File: src/rtl/mips_mc_controller_p.sv
// rtl/mips_mc_controller_p.sv - multicycle MIPS-subset control FSM with WIDTH-bit beat-wise instruction fetch
module mips_mc_controller_p #(
    parameter int WIDTH         = 8,
    parameter bit MEM_HANDSHAKE = 1'b1,
    localparam int NBEATS       = 32 / WIDTH
) (
    input  logic              clk,
    input  logic              reset,
    input  logic [5:0]        op,
    input  logic              memready,
    output logic              alusrca,
    output logic [1:0]        alusrcb,
    output logic [1:0]        aluop,
    output logic              branch,
    output logic              iord,
    output logic [NBEATS-1:0] irwrite,
    output logic              memread,
    output logic              memwrite,
    output logic              memtoreg,
    output logic              pcwrite,
    output logic [1:0]        pcsource,
    output logic              regwrite,
    output logic              regdst,
    output logic              illegal,
    output logic [3:0]        state
);

    localparam int FW = (NBEATS > 1) ? $clog2(NBEATS) : 1;
    localparam logic [FW-1:0] LAST_BEAT = FW'(NBEATS - 1);

    localparam logic [5:0] OP_LB    = 6'b100000;
    localparam logic [5:0] OP_SB    = 6'b101000;
    localparam logic [5:0] OP_RTYPE = 6'b000000;
    localparam logic [5:0] OP_BEQ   = 6'b000100;
    localparam logic [5:0] OP_J     = 6'b000010;
    localparam logic [5:0] OP_ADDI  = 6'b001000;

    typedef enum logic [3:0] {
        FETCH   = 4'd0,
        DECODE  = 4'd1,
        MEMADR  = 4'd2,
        LBRD    = 4'd3,
        LBWR    = 4'd4,
        SBWR    = 4'd5,
        RTYPEEX = 4'd6,
        RTYPEWR = 4'd7,
        BEQEX   = 4'd8,
        JEX     = 4'd9,
        ADDIEX  = 4'd10,
        ADDIWR  = 4'd11
    } state_t;

    state_t        cur;
    logic [FW-1:0] fcnt;
    logic          rdy;

    // Without the handshake every memory access is assumed to finish in one cycle.
    assign rdy   = memready | !MEM_HANDSHAKE;
    assign state = cur;

    always_ff @(posedge clk) begin
        if (reset) begin
            cur  <= FETCH;
            fcnt <= '0;
        end else begin
            case (cur)
                FETCH: begin
                    if (rdy) begin
                        if (fcnt == LAST_BEAT) begin
                            fcnt <= '0;
                            cur  <= DECODE;
                        end else begin
                            fcnt <= fcnt + 1'b1;
                        end
                    end
                end
                DECODE: begin
                    case (op)
                        OP_LB, OP_SB: cur <= MEMADR;
                        OP_RTYPE:     cur <= RTYPEEX;
                        OP_BEQ:       cur <= BEQEX;
                        OP_J:         cur <= JEX;
                        OP_ADDI:      cur <= ADDIEX;
                        default:      cur <= FETCH;
                    endcase
                end
                MEMADR:  cur <= (op == OP_LB) ? LBRD : SBWR;
                LBRD:    if (rdy) cur <= LBWR;
                LBWR:    cur <= FETCH;
                SBWR:    if (rdy) cur <= FETCH;
                RTYPEEX: cur <= RTYPEWR;
                RTYPEWR: cur <= FETCH;
                BEQEX:   cur <= FETCH;
                JEX:     cur <= FETCH;
                ADDIEX:  cur <= ADDIWR;
                ADDIWR:  cur <= FETCH;
                default: cur <= FETCH;
            endcase
        end
    end

    always_comb begin
        alusrca  = 1'b0;
        alusrcb  = 2'b00;
        aluop    = 2'b00;
        branch   = 1'b0;
        iord     = 1'b0;
        irwrite  = '0;
        memread  = 1'b0;
        memwrite = 1'b0;
        memtoreg = 1'b0;
        pcwrite  = 1'b0;
        pcsource = 2'b00;
        regwrite = 1'b0;
        regdst   = 1'b0;
        illegal  = 1'b0;
        case (cur)
            FETCH: begin
                memread = 1'b1;
                alusrcb = 2'b01;
                if (rdy) begin
                    irwrite[fcnt] = 1'b1;
                    pcwrite       = 1'b1;
                end
            end
            DECODE: begin
                alusrcb = 2'b11;
                case (op)
                    OP_LB, OP_SB, OP_RTYPE, OP_BEQ, OP_J, OP_ADDI: illegal = 1'b0;
                    default:                                       illegal = 1'b1;
                endcase
            end
            MEMADR: begin
                alusrca = 1'b1;
                alusrcb = 2'b10;
            end
            LBRD: begin
                memread = 1'b1;
                iord    = 1'b1;
            end
            LBWR: begin
                regwrite = 1'b1;
                memtoreg = 1'b1;
            end
            SBWR: begin
                memwrite = 1'b1;
                iord     = 1'b1;
            end
            RTYPEEX: begin
                alusrca = 1'b1;
                aluop   = 2'b10;
            end
            RTYPEWR: begin
                regdst   = 1'b1;
                regwrite = 1'b1;
            end
            BEQEX: begin
                alusrca  = 1'b1;
                aluop    = 2'b01;
                branch   = 1'b1;
                pcsource = 2'b01;
            end
            JEX: begin
                pcwrite  = 1'b1;
                pcsource = 2'b10;
            end
            ADDIEX: begin
                alusrca = 1'b1;
                alusrcb = 2'b10;
            end
            ADDIWR: regwrite = 1'b1;
            default: ;
        endcase
        // Architectural write strobes must never fire while reset is held.
        if (reset) begin
            irwrite  = '0;
            pcwrite  = 1'b0;
            regwrite = 1'b0;
            memwrite = 1'b0;
        end
    end

endmodule

File: config.mk
export PLATFORM = sky130hd
export DESIGN_NAME = mips_mc_controller_p
export DESIGN_NICKNAME = d
export VERILOG_FILES = /design/src/rtl/mips_mc_controller_p.sv
export SDC_FILE = /design/constraint.sdc
export NUM_CORES = 1
export LEC_CHECK = 0
export ABC_CLOCK_PERIOD_IN_PS = 1900
export CAP_MARGIN = 10
export CORE_ASPECT_RATIO = 0.9
export CORE_MARGIN = 2
export CORE_UTILIZATION = 44
export CTS_CLUSTER_SIZE = 8
export DETAILED_ROUTE_END_ITERATION = 10
export GPL_ROUTABILITY_DRIVEN = 0
export PLACE_DENSITY = 0.89
export SLEW_MARGIN = 40
export SYNTH_ARGS = -nofsm -noshare
export SYNTH_HDL_FRONTEND = slang
export SYNTH_SLANG_ARGS = --single-unit
File: constraint.sdc
create_clock -name clk -period 1.9 [get_ports clk]
set_input_delay 0.19 -clock clk [delete_from_list [all_inputs] [get_ports clk]]
set_output_delay 0.19 -clock clk [all_outputs]
set_load 0.02 [all_outputs]
-- Yosys cells after proc, flatten, opt, wreduce, memory -nomap -nowiden
Index checks and enable logic that the tools add are counted.
- $add $sub $neg: 1
- multipliers: 0
- divide/modulo/power cells: 0
- magnitude comparators: 2
- eq/ne operators: 21
- shift operators: 0
- muxes and demuxes: 31
- bitwise operators: 0
- reductions and logical operators: 12
- operators with widths (kind ; number):
    $mux W4 ; 7
    $pmux W4 S7 ; 1
    $pmux W4 S5 ; 1
    $eq A4 B3 Y1 const B ; 4
    $eq A4 B4 Y1 const B ; 4
    $mux W1 ; 15
    $eq A6 B6 Y1 const B ; 2
    $eq A4 B2 Y1 const B ; 2
    $ne A2 B2 Y1 const B ; 4
    $pmux W2 S2 ; 2
    $reduce_or A2 Y1 ; 4
    $eq A6 B2 Y1 const B ; 1
    $eq A6 B3 Y1 const B ; 1
    $eq A6 B4 Y1 const B ; 1
    $logic_not A6 Y1 ; 1
    $pmux W2 S3 ; 1
    $reduce_or A6 Y1 ; 1
    $eq A4 B1 Y1 const B ; 1
    $logic_not A4 Y1 ; 1
    $reduce_and A4 Y1 ; 1
    $reduce_or A4 Y1 ; 1
    $lt A2 B3 Y1 const B ; 1
    $mux W3 ; 1
    $reduce_or A3 Y1 ; 1
    8 further kinds ; 8
- flip-flop bits (word level): 6
- bits in latches: 0
- bits in writable memories: 0
- ROM bits: 0
- input port bits: 9
- output and inout port bits: 24
- logic and storage cells: 69
- memories kept: 0

-- Longest topological paths before layout
Gate-level depths: netlist of run 1.
- word-level depth: 7
- mapped depth: 6
- mapped depth without buffers: 5

-- Worst setup path before layout of run 1
Ideal clock, no wire load.
- path kind: register to output
- start: register cur[2], in the netlist state[2]
- end: output port aluop[0]
- data arrival time: 1808 ps
- data required time: 1710 ps
- setup slack: -98 ps
- stages on the path, launching flop included: 6
- buffers on the path: 3
- path through: dfxtp_1 -> bufbuf_16 -> buf_2 -> nand2b_1 -> nor3_1 -> buf_4
- word-level cells in the longest chain between the ends: 2
- elaborated cells on any way between the ends: 3
- classes of those cells: 2 x eq/ne; 1 x mux
- RTL lines (element ; RTL line ; source):
    from (decl) ; 53 ; state_t cur;
    from (signal assigned) ; 87 ; MEMADR: cur <= (op == OP_LB) ? LBRD : SBWR;
    $eq A4 B4 Y1 or $eq A4 B3 Y1 (tied branches) ; 117 ; case (cur)
    $pmux W2 S2 * ; 117 ;
    to (decl) ; 13 ; output logic [1:0] aluop,
Mark *: on every way between the ends. The rest lies on a longest branch, timed or not.

-- Worst setup path after layout of run 1
- start: register cur[0], in the netlist state[0]
- end: output port alusrcb[1]
- word-level cells in the longest chain between the ends: 3
- elaborated cells on any way between the ends: 6
- classes of those cells: 3 x eq/ne; 1 x mux; 2 x reduce/logical
- RTL lines (element ; RTL line ; source):
    $eq A4 B4 Y1 or $eq A4 B2 Y1 (tied branches) ; 117 ;
    $reduce_or A2 Y1 (no line) ; - ;
    $pmux W2 S3 * ; 117 ;
    to (decl) ; 12 ; output logic [1:0] alusrcb,
Marked as above.

==> results of run 1 <==
worst min path at each step:
stage / end / cells past startpoint
after detailed placement: fcnt[0] / 2
after global routing: fcnt[0] / 2
after floorplan: state[0] / 2
after CTS: fcnt[0] / 2
final: fcnt[0] / 2
after global placement: fcnt[0] / 2
timing repair:
action / 4_1_cts / 5_1_grt
buffers inserted: 0 / 0
gates resized for setup: 20 / 5
cloned: 0 / 0
setup endpoints to repair: 19 / 7
cells in the mapped netlist, drive strengths merged (4+ instances only):
cell type | instances | area share [%]
a21oi | 7 | 4.8
nor3 | 8 | 6.2
o21ai | 5 | 3.4
ha | 4 | 6.8
buf | 5 | 4.5
inv | 4 | 2.1
dfxtp | 6 | 16
nand2 | 6 | 3.1
nand2b | 5 | 4.6
nor2 | 19 | 11
and2 | 4 | 3.4
per-layer routing:
| metal | track usage, % | share of wire (%) | up-vias |
|---|---|---|---|
| li1 | - | - | 448 |
| met1 | 30.8 | 40 | 413 |
| met2 | 44.7 | 50 | 60 |
| met3 | 4.68 | 7.3 | 10 |
| met4 | 6.67 | 2.6 | 0 |
| met5 | 0 | 0 | - |
final cells by class:
class	instances	area [µm²]	area share, %
multi-input combinational	83	533	46.1
timing repair buffer	48	429	37.1
sequential	6	130	11.2
tap	22	27.5	2.38
clock buffer	3	22.5	1.95
inverter	4	15.0	1.30
per-stage QoR:
step | cell area (µm²) | TNS, ps | hold WS [ps]
after floorplan | 741 | 0 | 366
after global placement | 1130 | -232 | 488
after detailed placement | 1130 | -370 | 542
after CTS | 1150 | 0 | 548
after global routing | 1160 | 0 | 583
final | 1160 | 0 | 550
logic make-up (layout without fill, tap and decap cells):
group	after synthesis	in the layout	share of synthesized area (%)
AND/OR/NAND/NOR	55	55	39.9
XOR/XNOR	2	2	2.40
buffers and inverters	13	55	12.5
adder cells (fa/ha/maj)	4	4	6.85
flip-flops	6	6	16.4
AO/OA/AOI/OAI	19	19	17.8
multiplexers	3	3	4.11
power breakdown:
part | switching, µW | total (µW) | internal, µW
registers | 4.92 | 132 | 127
logic | 47.9 | 96.6 | 48.7
clock network | 52.0 | 124 | 71.9
total | 105 | 353 | 248
flip-flops by register name, indices dropped and copies added, names as in the netlist:
signal,cells
state,4
fcnt,2
worst reg2reg max path: stages (launching register included):
cell,delay (ps)
dfxtp_4,380
nand2b_2,260
or3_1,390
a2111oi_2,360
==> out/results.ini, run 1 <==
[synthesis]
ys_ff_latch=6
synth_ff_type=dfxtp_1
yosys_warnings=0
postSynthAreaPerCell_um2=7.16
synth_edf_count=0
ys_types=35
ys_seq_area_share_pct=16.4
synth_cells=102
syn_area_um2=731
async_flop_share_pct=0
syn-num-nets=115

[global_routing]
grt_pass1_vias=871
antenna_found_initial=0
grt_max_degree=14
grt_pass1_wl_mm=3.80
grt_usage_pct=25.5
globalRouteOverflowTotal=0

[timing]
max_freq_ghz=0.542
worst_pin_slew_ps=267
fin_skew_ps=3.07
rsz0062_at_grt=no
finalCritPeriodShare_pct=97.2
relSlewSlack_pct=82.2
hold_viol=0
setup_slack_ps=53.8
setup_viol=0
post-route-min-period_ps=1850
slew_viol_final=0

[power]
vdd_ir_drop_max_uv=474
p_total_uw=353
power_density_nw_per_um2=305
leakagePower_uw=0.000508

[detailed_routing]
drt_iter0_drc=42
routed_wl_mm=2.38
firstDrtPassIters=4
detail-route-antenna-nets=0
wl_per_cell_um=14.3
vias_per_cell=5.61
drc=0
vias=931

[final_layout]
antenna_cells=0
fillers=108
layout_common_cells=18 x nor2_1, 17 x clkdlybuf4s50_1, 16 x buf_4, 11 x dlygate4sd2_1
nNetsFinal=159
final_core_util_pct=77.3
synthToLayoutAreaGrowth_pct=58.4
drive_gt1_share_pct=22.9
fin_cells=166
layout_commonest_cell=nor2_1

[critical_path]
path_depth=3
r2r_slack_ps=390
critPathKind=reg2out
worstPathCellList=nand2b_2 > a21oi_1 > clkdlybuf4s50_1
critPathCapture=alusrcb[1]
cp.required_ps=1710
crit_slowest_cell=clkdlybuf4s50_1
reg2reg_to=state[2]
reg2reg_depth=3
slowest_delay_ps=610
timing.rr.start=state[0]
worstPathArrival_ps=1660
path_delay_family=buffers and inverters
cp-startpoint=state[0]
critPathBufInv=1
crit_fanout=13
critPathLaunchType=register
end_kind=output port

[clock_tree]
clk_pin_slew_ps=50
h-tree-depth=1
ctsHoldBuffers=0
cts_buffers=3
cts_max_path_buffers=2
cts.sinks=6
cts_tree=built
insertion_delay_ps=250
clock-root-buffer=clkbuf_4

[floorplan]
die_w_um=47.0
ios=33
dieHeight_um=42.7
die_area_um2=2000
start_util_pct=48.8
core-area_um2=1500
rows=13

[job]
drv_cap=0

[min_path]
hold_path_startpoint=fcnt[0]
hp-class=reg2reg

[run_status]
status=finished clean

[place]
dp.cells=163
portBuffers=32
dp_slack_ps=-277
post-dp-hpwl_mm=1.84

Note: power is estimated with default switching activity, not from simulation.
==> run 2, diff against run 1 <==
--- a/config.mk
+++ b/config.mk
@@ -13,6 +13,7 @@
 export CTS_CLUSTER_SIZE = 8
 export DETAILED_ROUTE_END_ITERATION = 10
 export GPL_ROUTABILITY_DRIVEN = 0
+export MAX_ROUTING_LAYER = met4
 export PLACE_DENSITY = 0.89
 export SLEW_MARGIN = 40
 export SYNTH_ARGS = -nofsm -noshare
==> out/results.ini, run 2 (same netlist as run 1, synthesis figures left out) <==
[run_status]
status=finished clean

[detailed_routing]
firstDrtPassIters=4
dr.max_layer_used=met4
dr_wl_met3_um=189
routed_wl_mm=2.41
drc=0
drt_iter0_drc=31
vias_per_cell=5.62
vias=933
dr_wl_met2_mm=1.21
wl_per_cell_um=14.5
wl_met1_um=955
detail-route-antenna-nets=0

[place]
post-dp-hpwl_mm=1.84
dp.cells=163
dpl_cell_area_um2=1130
portBuffers=32

[clock_tree]
cts_tree=built
insertion_delay_ps=250
postCtsSetupRepairBufs=0
h-tree-depth=1
cts_buffers=3
clock-root-buffer=clkbuf_4
cts_max_path_buffers=2
clk_pin_slew_ps=50
cts.sinks=6

[power]
power_density_nw_per_um2=306
clockPowerShare_pct=35.1
power_frac_comb_pct=27.5
power.share.sequential_pct=37.4
vdd_ir_drop_max_uv=476
leakagePower_uw=0.000508
p_sw_uw=106
power.internal_uw=248
p_total_uw=354
swShare_pct=29.9

[timing]
post-route-min-period_ps=1850
finalCritPeriodShare_pct=97.2
tns_ps=0
fin_skew_ps=2.85
worst_pin_slew_ps=258
rsz0062_at_grt=no
setup_viol=0
slew_viol_final=0
hold_viol=0
max_freq_ghz=0.542
relSlewSlack_pct=82.7

[global_routing]
grt_pass1_vias=869
antenna_found_initial=0
globalRouteOverflowTotal=0
grt_pass1_wl_mm=3.80
grt_max_degree=14
grt_usage_pct=26.2

[critical_path]
worstPathCellList=nand2b_2 > a21oi_1 > clkdlybuf4s50_1
r2r_slack_ps=400
crit_fanout=13
slowest_delay_ps=610
worstPathArrival_ps=1660
end_kind=output port
cp-startpoint=state[0]
critPathKind=reg2out
critPathLaunchType=register
crit_slowest_cell=clkdlybuf4s50_1
cp.required_ps=1710
timing.rr.start=state[0]

[job]
drv_cap=0

[floorplan]
die_w_um=47.0
die_area_um2=2000
dieHeight_um=42.7
start_util_pct=48.8
rows=13
core-area_um2=1500
ios=33

[final_layout]
layout_commonest_cell=nor2_1
fin_cells=166
final_core_util_pct=77.3
multi_input_area_um2=533
layout_common_cells=18 x nor2_1, 17 x clkdlybuf4s50_1, 16 x buf_4, 11 x dlygate4sd2_1
antenna_cells=0
fin_area_um2=1160
regArea_um2=130
largest_register_ffs=4
nNetsFinal=159
fillers=108
synthToLayoutAreaGrowth_pct=58.4
drive_gt1_share_pct=22.9

[min_path]
hold_path_startpoint=fcnt[0]
hp-class=reg2reg

[run 2: power groups by stage]
stage | Sequential, µW | Clock, µW | Combinational (µW)
4_1_cts | 134 | 123 | 95.8
5_1_grt | 133 | 133 | 104
3_5_place_dp | 137 | 0 | 96.9
6_report | 132 | 124 | 97.1
2_1_floorplan | 136 | 0 | 44.1
3_3_place_gp | 137 | 0 | 91.9
[run 2: critical path, delay by kind of cell (launching register included)]
| family | cells | cell delay, ps |
|---|---|---|
| buffers and inverters | 1 | 610 |
| DFF | 1 | 380 |
| and+or+nand+nor | 1 | 260 |
| AOI/OAI and AO/OA | 1 | 150 |
[run 2: timing repair]
action                     in CTS  in global routing
setup endpoints to repair      19                  7
gates resized for setup        20                  5
hold endpoints to repair        0                  0
hold buffers                    0                  0
[run 2: stage by stage]
| stage | worst slack, ps | hold slack [ps] |
|---|---|---|
| after floorplan | 148 | 366 |
| final | 53.8 | 552 |
| after CTS | 4.05 | 548 |
| after detailed placement | -277 | 542 |
| after global placement | -216 | 488 |
| after global routing | 5.23 | 583 |
[run 2: cell type report]
cell class	count	area share (%)
Clock buffer	3	1.95
Inverter	4	1.30
Multi-Input combinational cell	83	46.1
Sequential cell	6	11.2
Tap cell	22	2.38
Timing Repair Buffer	48	37.1
[run 2: worst paths after layout]
check | end | depth (start not counted)
worst max register to register | state[2] | 3
worst min register to register | fcnt[0] | 2
worst min-delay path | fcnt[0] | 2
worst max-delay path | alusrcb[1] | 3
[run 2: layer usage]
metal | GRT usage (%) | vias up
met5 | - | -
met4 | 6.67 | 0
met3 | 4.26 | 7
met2 | 44.7 | 58
met1 | 31.1 | 422
li1 | - | 446
==> run 3, diff against run 2 <==
--- a/config.mk
+++ b/config.mk
@@ -5,16 +5,17 @@
 export SDC_FILE = /design/constraint.sdc
 export NUM_CORES = 1
 export LEC_CHECK = 0
-export ABC_CLOCK_PERIOD_IN_PS = 1900
+export ABC_CLOCK_PERIOD_IN_PS = 1800
 export CAP_MARGIN = 10
 export CORE_ASPECT_RATIO = 0.9
 export CORE_MARGIN = 2
-export CORE_UTILIZATION = 44
+export CORE_UTILIZATION = 41
 export CTS_CLUSTER_SIZE = 8
 export DETAILED_ROUTE_END_ITERATION = 10
 export GPL_ROUTABILITY_DRIVEN = 0
+export HOLD_SLACK_MARGIN = 0.08
 export MAX_ROUTING_LAYER = met4
-export PLACE_DENSITY = 0.89
+export PLACE_DENSITY = 0.79
 export SLEW_MARGIN = 40
 export SYNTH_ARGS = -nofsm -noshare
 export SYNTH_HDL_FRONTEND = slang
==> constraint.sdc (replaced) <==
create_clock -name clk -period 1.8 [get_ports clk]
set_input_delay 0.18 -clock clk [delete_from_list [all_inputs] [get_ports clk]]
set_output_delay 0.18 -clock clk [all_outputs]
set_load 0.02 [all_outputs]
==> out/results.ini, run 3 (same netlist as run 1, synthesis figures left out) <==
[global_routing]
grt_pass1_vias=822
grt_max_degree=11
antenna_found_initial=0
grt_pass1_wl_mm=3.59
grt_usage_pct=22.3
globalRouteOverflowTotal=0

[final_layout]
fin_area_um2=1190
drive_gt1_share_pct=26.4
fillers=166
layout_commonest_cell=buf_4
antenna_cells=0
nNetsFinal=163
layout_common_cells=20 x buf_4, 16 x nor2_1, 14 x clkdlybuf4s50_1, 14 x dlygate4sd2_1
synthToLayoutAreaGrowth_pct=62.3
regArea_um2=125
multi_input_area_um2=541
fin_cells=172
largest_register_ffs=4

[power]
p_total_uw=365
swShare_pct=27.0
vdd_ir_drop_max_uv=354
p_sw_uw=98.6
power_frac_comb_pct=28.5
leakagePower_uw=0.000548
clockPowerShare_pct=32.5
power.share.sequential_pct=39.0
power.internal_uw=266
power_density_nw_per_um2=308

[timing]
relSlewSlack_pct=80.8
post-route-min-period_ps=1750
tns_ps=0
slew_viol_final=0
finalCritPeriodShare_pct=97.3
fin_skew_ps=0.361
worst_pin_slew_ps=287
rsz0062_at_grt=no
hold_viol=0
max_freq_ghz=0.571
setup_viol=0

[run_status]
status=finished clean

[floorplan]
ios=33
core-area_um2=1680
die_area_um2=2140
die_w_um=48.5
dieHeight_um=44.1
rows=14
start_util_pct=43.5

[detailed_routing]
vias=912
drc=0
wl_per_cell_um=12.7
drt_iter0_drc=30
firstDrtPassIters=4
detail-route-antenna-nets=0
vias_per_cell=5.30
routed_wl_mm=2.18

[critical_path]
slowest_delay_ps=610
end_kind=output port
crit_fanout=8
cp.required_ps=1620
path_delay_family=buffers and inverters
critPathLaunchType=register
worstPathCellList=nand2b_1 > nor2_1 > clkdlybuf4s50_1
critPathKind=reg2out
critPathBufInv=1
worstPathArrival_ps=1570
crit_slowest_cell=clkdlybuf4s50_1
r2r_slack_ps=210

[clock_tree]
clk_pin_slew_ps=40
postCtsSetupRepairBufs=0
cts_max_path_buffers=2
cts_tree=built
insertion_delay_ps=240
h-tree-depth=1
clock-root-buffer=clkbuf_4
ctsHoldBuffers=0
cts.sinks=6
cts_buffers=3

[place]
dp.cells=169
portBuffers=32
dpl_cell_area_um2=1160
post-dp-hpwl_mm=1.77

[min_path]
hp-class=reg2reg

[job]
drv_cap=0

==> run 3: cell count changes in the layout (fill, tap and decap cells not counted) <==
cell	previous run	this run
dfxtp_4	2	0
or2_2	1	0
dfxtp_2	2	4
or2_4	0	1
dlygate4sd2_1	11	14
clkdlybuf4s15_1	0	1
buf_4	16	20
clkdlybuf4s50_1	17	14
dlymetal6s2s_1	3	2
nor2_1	18	16
nor2_2	0	2
==> run 3: power groups by stage <==
stage               clock (µW)  sequential (µW)  combinational [µW]
global route               134              143                 114
floorplan                    0              144                46.5
CTS                        127              142                 101
detailed placement           0              145                 104
finish                     119              142                 104
global placement             0              144                 101
==> run 3: worst paths after layout <==
check	from	to	depth (start not counted)
setup / recovery	state[3]	regdst	3
hold / removal	fcnt[0]	fcnt[0]	2
setup reg to reg	state[0]	state[2]	4
hold reg to reg	fcnt[0]	fcnt[0]	2
==> run 3: final cells by class <==
class | instances | area share (%)
clock buffer | 3 | 1.90
inverter | 4 | 1.27
multi-input combinational | 83 | 45.6
sequential | 6 | 10.5
tap | 24 | 2.53
timing repair buffer | 52 | 38.2
==> run 3: routing by layer <==
metal	GRT usage, %	wire length [µm]	share of wire (%)
met1	26.9	1020	46
met2	37.8	1020	47
met3	3.72	150	6.9
met4	9.14	0	0
met5	-	0	0
==> run 3: per-stage QoR <==
step	worst slack [ps]	utilization (%)	hold slack, ps
2_1_floorplan	57.6	-	356
3_3_place_gp	-297	69.3	493
3_5_place_dp	-324	69.3	500
4_1_cts	4.87	69.5	505
5_1_grt	0.804	70.5	565
6_report	48.9	70.5	505
==> run 3: worst reg2reg max path, delay by kind of cell, from the launching register on <==
kind,cells,cell delay [ps]
AOI/OAI and AO/OA,1,380
buffers and inverters,1,160
DFF,1,360
and+or+nand+nor,2,580
==> run 3: timing repair <==
item,4_1_cts,5_1_grt
pin swaps,0,0
gates resized for setup,23,7
setup endpoints to repair,20,7
endpoints found under the hold margin,0,0
